==> config.mk <==
export PLATFORM = sky130hd
export DESIGN_NAME = ship_lane_tracker
export DESIGN_NICKNAME = d
export VERILOG_FILES = /design/src/rtl/ship_lane_tracker.sv
export SDC_FILE = /design/constraint.sdc
export NUM_CORES = 1
export LEC_CHECK = 0
export ABC_AREA = 1
export CAP_MARGIN = 30
export CORE_MARGIN = 4
export CORE_UTILIZATION = 30
export DETAILED_ROUTE_END_ITERATION = 8
export PLACE_DENSITY_LB_ADDON = 0.08
export SETUP_SLACK_MARGIN = 0.2
export SYNTH_ARGS = -nofsm -noshare
export SYNTH_HDL_FRONTEND = slang
export SYNTH_SLANG_ARGS = --single-unit
==> constraint.sdc <==
create_clock -name CLK -period 1.6 [get_ports CLK]
set_input_delay 0.4 -clock CLK [delete_from_list [all_inputs] [get_ports CLK]]
set_output_delay 0.4 -clock CLK [all_outputs]
set_load 0.01 [all_outputs]
==> src/rtl/ship_lane_tracker.sv <==
// Ship-position engine: NSHIP ships on an NPOS-slot lane with edge/repeat moves,
// optional wrap-around, registered collision flags and a saturating hit counter.
module ship_lane_tracker #(
   parameter int unsigned NSHIP  = 2,
   parameter int unsigned NPOS   = 8,
   parameter int unsigned REPEAT = 4,
   parameter int unsigned WRAP   = 0,
   parameter int unsigned HW     = 8,
   localparam int unsigned PW    = $clog2(NPOS),
   localparam int unsigned RW    = $clog2(REPEAT + 1)
) (
   input  logic                    CLK,
   input  logic                    RST,
   input  logic [NSHIP-1:0]        LEFT,
   input  logic [NSHIP-1:0]        RIGHT,
   output logic [NSHIP*PW-1:0]     POS,
   output logic [NSHIP*NPOS-1:0]   ONEHOT,
   output logic [NSHIP-1:0]        COLL,
   output logic                    MP,
   output logic [HW-1:0]           HITS
);

   // REPEAT=0 gives a zero-width counter; keep one dummy bit instead.
   localparam int unsigned    RCW     = (RW < 1) ? 1 : RW;
   localparam logic [PW-1:0]  LAST    = PW'(NPOS - 1);
   localparam logic [RCW-1:0] RC_LAST = RCW'((REPEAT == 0) ? 0 : REPEAT - 1);

   logic [PW-1:0]    pos_q [NSHIP];
   logic [PW-1:0]    pos_d [NSHIP];
   logic [RCW-1:0]   rc_q  [NSHIP];
   logic [RCW-1:0]   rc_d  [NSHIP];
   logic [NSHIP-1:0] l_q;
   logic [NSHIP-1:0] r_q;
   logic [NSHIP-1:0] press;
   logic [NSHIP-1:0] move;
   logic [NSHIP-1:0] coll_c;
   logic [NSHIP-1:0] coll_q;
   logic             any_coll;
   logic             mp_q;
   logic [HW-1:0]    hits_q;

   function automatic logic [PW-1:0] init_pos(input int unsigned i);
      int unsigned v;
      v = (i * NPOS) / NSHIP;
      return v[PW-1:0];
   endfunction

   function automatic logic [PW-1:0] step_left(input logic [PW-1:0] p);
      logic [PW-1:0] n;
      if (p == '0) n = (WRAP != 0) ? LAST : '0;
      else         n = p - PW'(1);
      return n;
   endfunction

   function automatic logic [PW-1:0] step_right(input logic [PW-1:0] p);
      logic [PW-1:0] n;
      if (p == LAST) n = (WRAP != 0) ? '0 : LAST;
      else           n = p + PW'(1);
      return n;
   endfunction

   // Move decision: a fresh press moves at once, a held single button repeats.
   always_comb begin
      for (int i = 0; i < NSHIP; i++) begin
         pos_d[i] = pos_q[i];
         rc_d[i]  = '0;
         press[i] = RIGHT[i] ? ~r_q[i] : ~l_q[i];
         move[i]  = 1'b0;
         if (LEFT[i] ^ RIGHT[i]) begin
            if (press[i]) begin
               move[i] = 1'b1;
            end else if (REPEAT != 0) begin
               if (rc_q[i] == RC_LAST) move[i] = 1'b1;
               else                    rc_d[i] = rc_q[i] + RCW'(1);
            end
         end
         if (move[i]) pos_d[i] = RIGHT[i] ? step_right(pos_q[i]) : step_left(pos_q[i]);
      end
   end

   always_comb begin
      coll_c = '0;
      for (int i = 0; i < NSHIP; i++) begin
         for (int j = 0; j < NSHIP; j++) begin
            if (i != j && pos_q[i] == pos_q[j]) coll_c[i] = 1'b1;
         end
      end
   end

   assign any_coll = |coll_c;

   always_ff @(posedge CLK) begin
      if (RST) begin
         for (int i = 0; i < NSHIP; i++) begin
            pos_q[i] <= init_pos(i);
            rc_q[i]  <= '0;
         end
         // Capture held buttons so they do not count as presses after reset.
         l_q    <= LEFT;
         r_q    <= RIGHT;
         coll_q <= '0;
         mp_q   <= 1'b0;
         hits_q <= '0;
      end else begin
         for (int i = 0; i < NSHIP; i++) begin
            pos_q[i] <= pos_d[i];
            rc_q[i]  <= rc_d[i];
         end
         l_q    <= LEFT;
         r_q    <= RIGHT;
         coll_q <= coll_c;
         mp_q   <= any_coll;
         if (!mp_q && any_coll && hits_q != '1) hits_q <= hits_q + HW'(1);
      end
   end

   always_comb begin
      POS    = '0;
      ONEHOT = '0;
      for (int i = 0; i < NSHIP; i++) begin
         POS[i*PW +: PW]      = pos_q[i];
         ONEHOT[i*NPOS +: NPOS] = NPOS'(1) << pos_q[i];
      end
   end

   assign COLL = coll_q;
   assign MP   = mp_q;
   assign HITS = hits_q;

endmodule
==> metrics.md <==
| Metric | Value |
|---|---|
| Skew-Pair Late Insertion Delay | 0.27 ns |
| Initial Utilization | 31.5% |
| Area occupied by multi-input gates | 1080 sq um |
| Leading cell type in the layout, fill and taps excluded | nor2_1 |
| Io pins | 39 |
| Area leader, netlist | dfxtp_1 |
| CP delay by family, top | flip-flops |
| Crit Path Class | flip-flop to primary output |
| Site Rows | 25 |
| Share of the synthesized area in the top cell type | 33.0% |
| Total of max-cap violations | 0 |
| Slowest stage delay, CP | 0.41 ns |
| CP Launch Point | pos_q[0][4] |
| Diode count | 0 |
| Avg WL per Cell | 10.5 microns |
| Yosys warns | 0 |
| Routed vias/inst | 4.25 |
| Remaining Overflow, GRT | 0 |
| Fill cells | 465 |
| Fin nets | approximately 320 |
| Die Y-Extent | about 79 microns |
| First-pass GRT wire length | 6.38 mm |
| Power density cells | 663 nW/um^2 |
| WP data required | 1.20 ns |
| Placed cells | 349 |
| Most frequent cells in the layout | 30 x nor2_1, 29 x nand2_1, 27 x buf_6 |
| Vias | 1557 |
| Startpoint types | flip-flop |
| Max Buffers Root-to-Sink | 2 |
| Setup ws final | 0.0488 ns |
| Endpoints failing setup | 0 |
| Critical Path Slowest Stage Cell | dfxtp_4 |
| Final Hold Viols | 0 |
| Die width | 79.1 microns |
| Total track usage | 12.6% |
| Pre-CTS worst setup slack | -0.150 ns |
| Mean post-synth cell area | 6.90 sq um |
| DP Wirelength | 2.68 mm |
| Final worst path period share | 96.9% |
| Fin cells | 366 |
| Worst slew pin tran | 0.254 ns |
| Peak supply drop | 0.422 mV |
| Antenna violations before repair | 0 |
| Num CTS Buffers | 3 |
| CP Buf/Inv Count | 3 |
| CP cell instances | buf_6 > ha_4 > inv_2 > nor2_1 > buf_2 |
| Mapped Cells | between 200 and 250 |
| First-pass iteration count of the detailed router | 4 |
| Vias in the first global route | 1433 |
| Crit path DAT | 1.15 ns |
| Worst Skew | 0.00465 ns |
| Root buffer cell | clkbuf_8 |
| Num Clock Sinks | 25 |
| Synth area leaders | dfxtp_1 33%, ha_1 12%, nand2_1 11%, nor2_1 8.4%, inv_1 7.4% |
| Area grow syn2layout | 74.1% |
| R2R Path Start | pos_q[0][3] |
| Upper clock frequency limit | 0.645 GHz |
| HP Class | input port to flip-flop |
| Min cycle time layout | around 1.6 ns |
| Critical-path maximum fanout | 5 |
| Share of cells above drive strength 1 | 51.5% |
| RSZ-0062 raised after global routing | true |
| Leakage Power | ~0.0013 uW |
| Die area | 6260 sq um |
| Syn_nets | 241 |
| FF/Latch Area | between 500 and 600 sq um |
| Drt total wl | 3.85 mm |
| Slew Limit Fails | 0 |
| Synth Register Bits | 25 |
| Residual DRC count | 0 |
| Status | finished, final reports clean |
| Gpl congestion | 0.819 |
| I/O Buffers | 38 |
| Cell Area, Synth | 1520 sq um |
| Worst setup EP type | primary output |
| Slew headroom | 83.0% |
| Yosys cell types | 26 |
| Clock slew at reported path FFs | 0.09 ns |
| DRT iter0 DRCs | 44 |
| H-tree level count | 1 |
| CORE AREA | 4820 sq um |
| Largest net degree at the start of global routing | 14 |
| Register area share after synthesis | between 30% and 40% |
| # hold bufs at CTS | 0 |
| CTS tree | built |
| Worst hold start | RIGHT[1] |
| Antenna viol nets, final | 0 |
## cells by family after synthesis
group                    share of synthesized area [%]
flip-flops                                        33.0
AO/OA/AOI/OAI                                     9.32
AND/OR/NAND/NOR                                   28.0
buffers and inverters                             13.8
adder cells (fa/ha/maj)                           12.4
XOR/XNOR                                          3.46
## final timing paths
path                 end  slack [ns]  depth (start not counted)
max reg2reg  pos_q[0][4]        0.14                         10
min reg2reg   rc_q[0][3]        0.43                          1
max           ONEHOT[10]        0.05                          5
min               r_q[1]        0.36                          1
## state kept, by name, indices dropped and copies added, names as in the netlist
register / cells
HITS: 8
pos_q: 6
rc_q: 6
l_q: 2
r_q: 2
COLL: 1
## cells in the mapped netlist (all sizes together)
master / instances
nand3b: 1
nor3: 1
xnor2: 2
xor2: 4
nor2: 36
nand3: 13
dfxtp: 25
clkbuf: 1
nand2: 48
inv: 40
clkinv: 2
ha: 15
buf: 4
a21oi: 9
nor3b: 1
o211ai: 1
o21ai: 17
## where the power goes
part	total [uW]	internal, uW	leakage, uW	switching (uW)
sequential	702	656	0.000211	46.2
clock	379	178	0.0000228	201
combinational	670	349	0.00106	322
## metrics by stage
stage | cell area (sq um) | utilization, % | setup TNS [ns] | power, uW | hold WS [ns]
floorplan | 1520 | - | 0 | 944 | 0.399
global placement | 2170 | 45.1 | -1.74 | 1180 | 0.411
detailed placement | 2170 | 45.1 | -1.83 | 1180 | 0.425
CTS | 2450 | 50.8 | 0 | 1670 | 0.438
global route | 2640 | 54.9 | -0.0347 | 1870 | 0.364
finish | 2640 | 54.9 | 0 | 1750 | 0.360
## area by class of cell
| cell class | instances | area share, % |
|---|---|---|
| flip-flops and latches | 25 | 20.0 |
| well taps | 67 | 3.17 |
| repair buffers | 80 | 27.5 |
| inverters | 42 | 6.68 |
| multi-input cells | 148 | 40.9 |
| clock buffers | 4 | 1.70 |
## what timing repair did
action / CTS / global route
buffers inserted: 11 / 2
resized for setup: 167 / 63
endpoints found under the setup margin: 36 / 38
pin swaps: 21 / 21
## metal layers
layer | vias up | wire (microns) | global-route usage [%]
li1 | 839 | - | -
met3 | 2 | 120 | 2.83
met5 | - | 0 | 0
met2 | 22 | 1920 | 22.5
met1 | 694 | 1780 | 15.6
met4 | 0 | 30 | 2.06
Note: power is estimated with default switching activity, not from simulation.
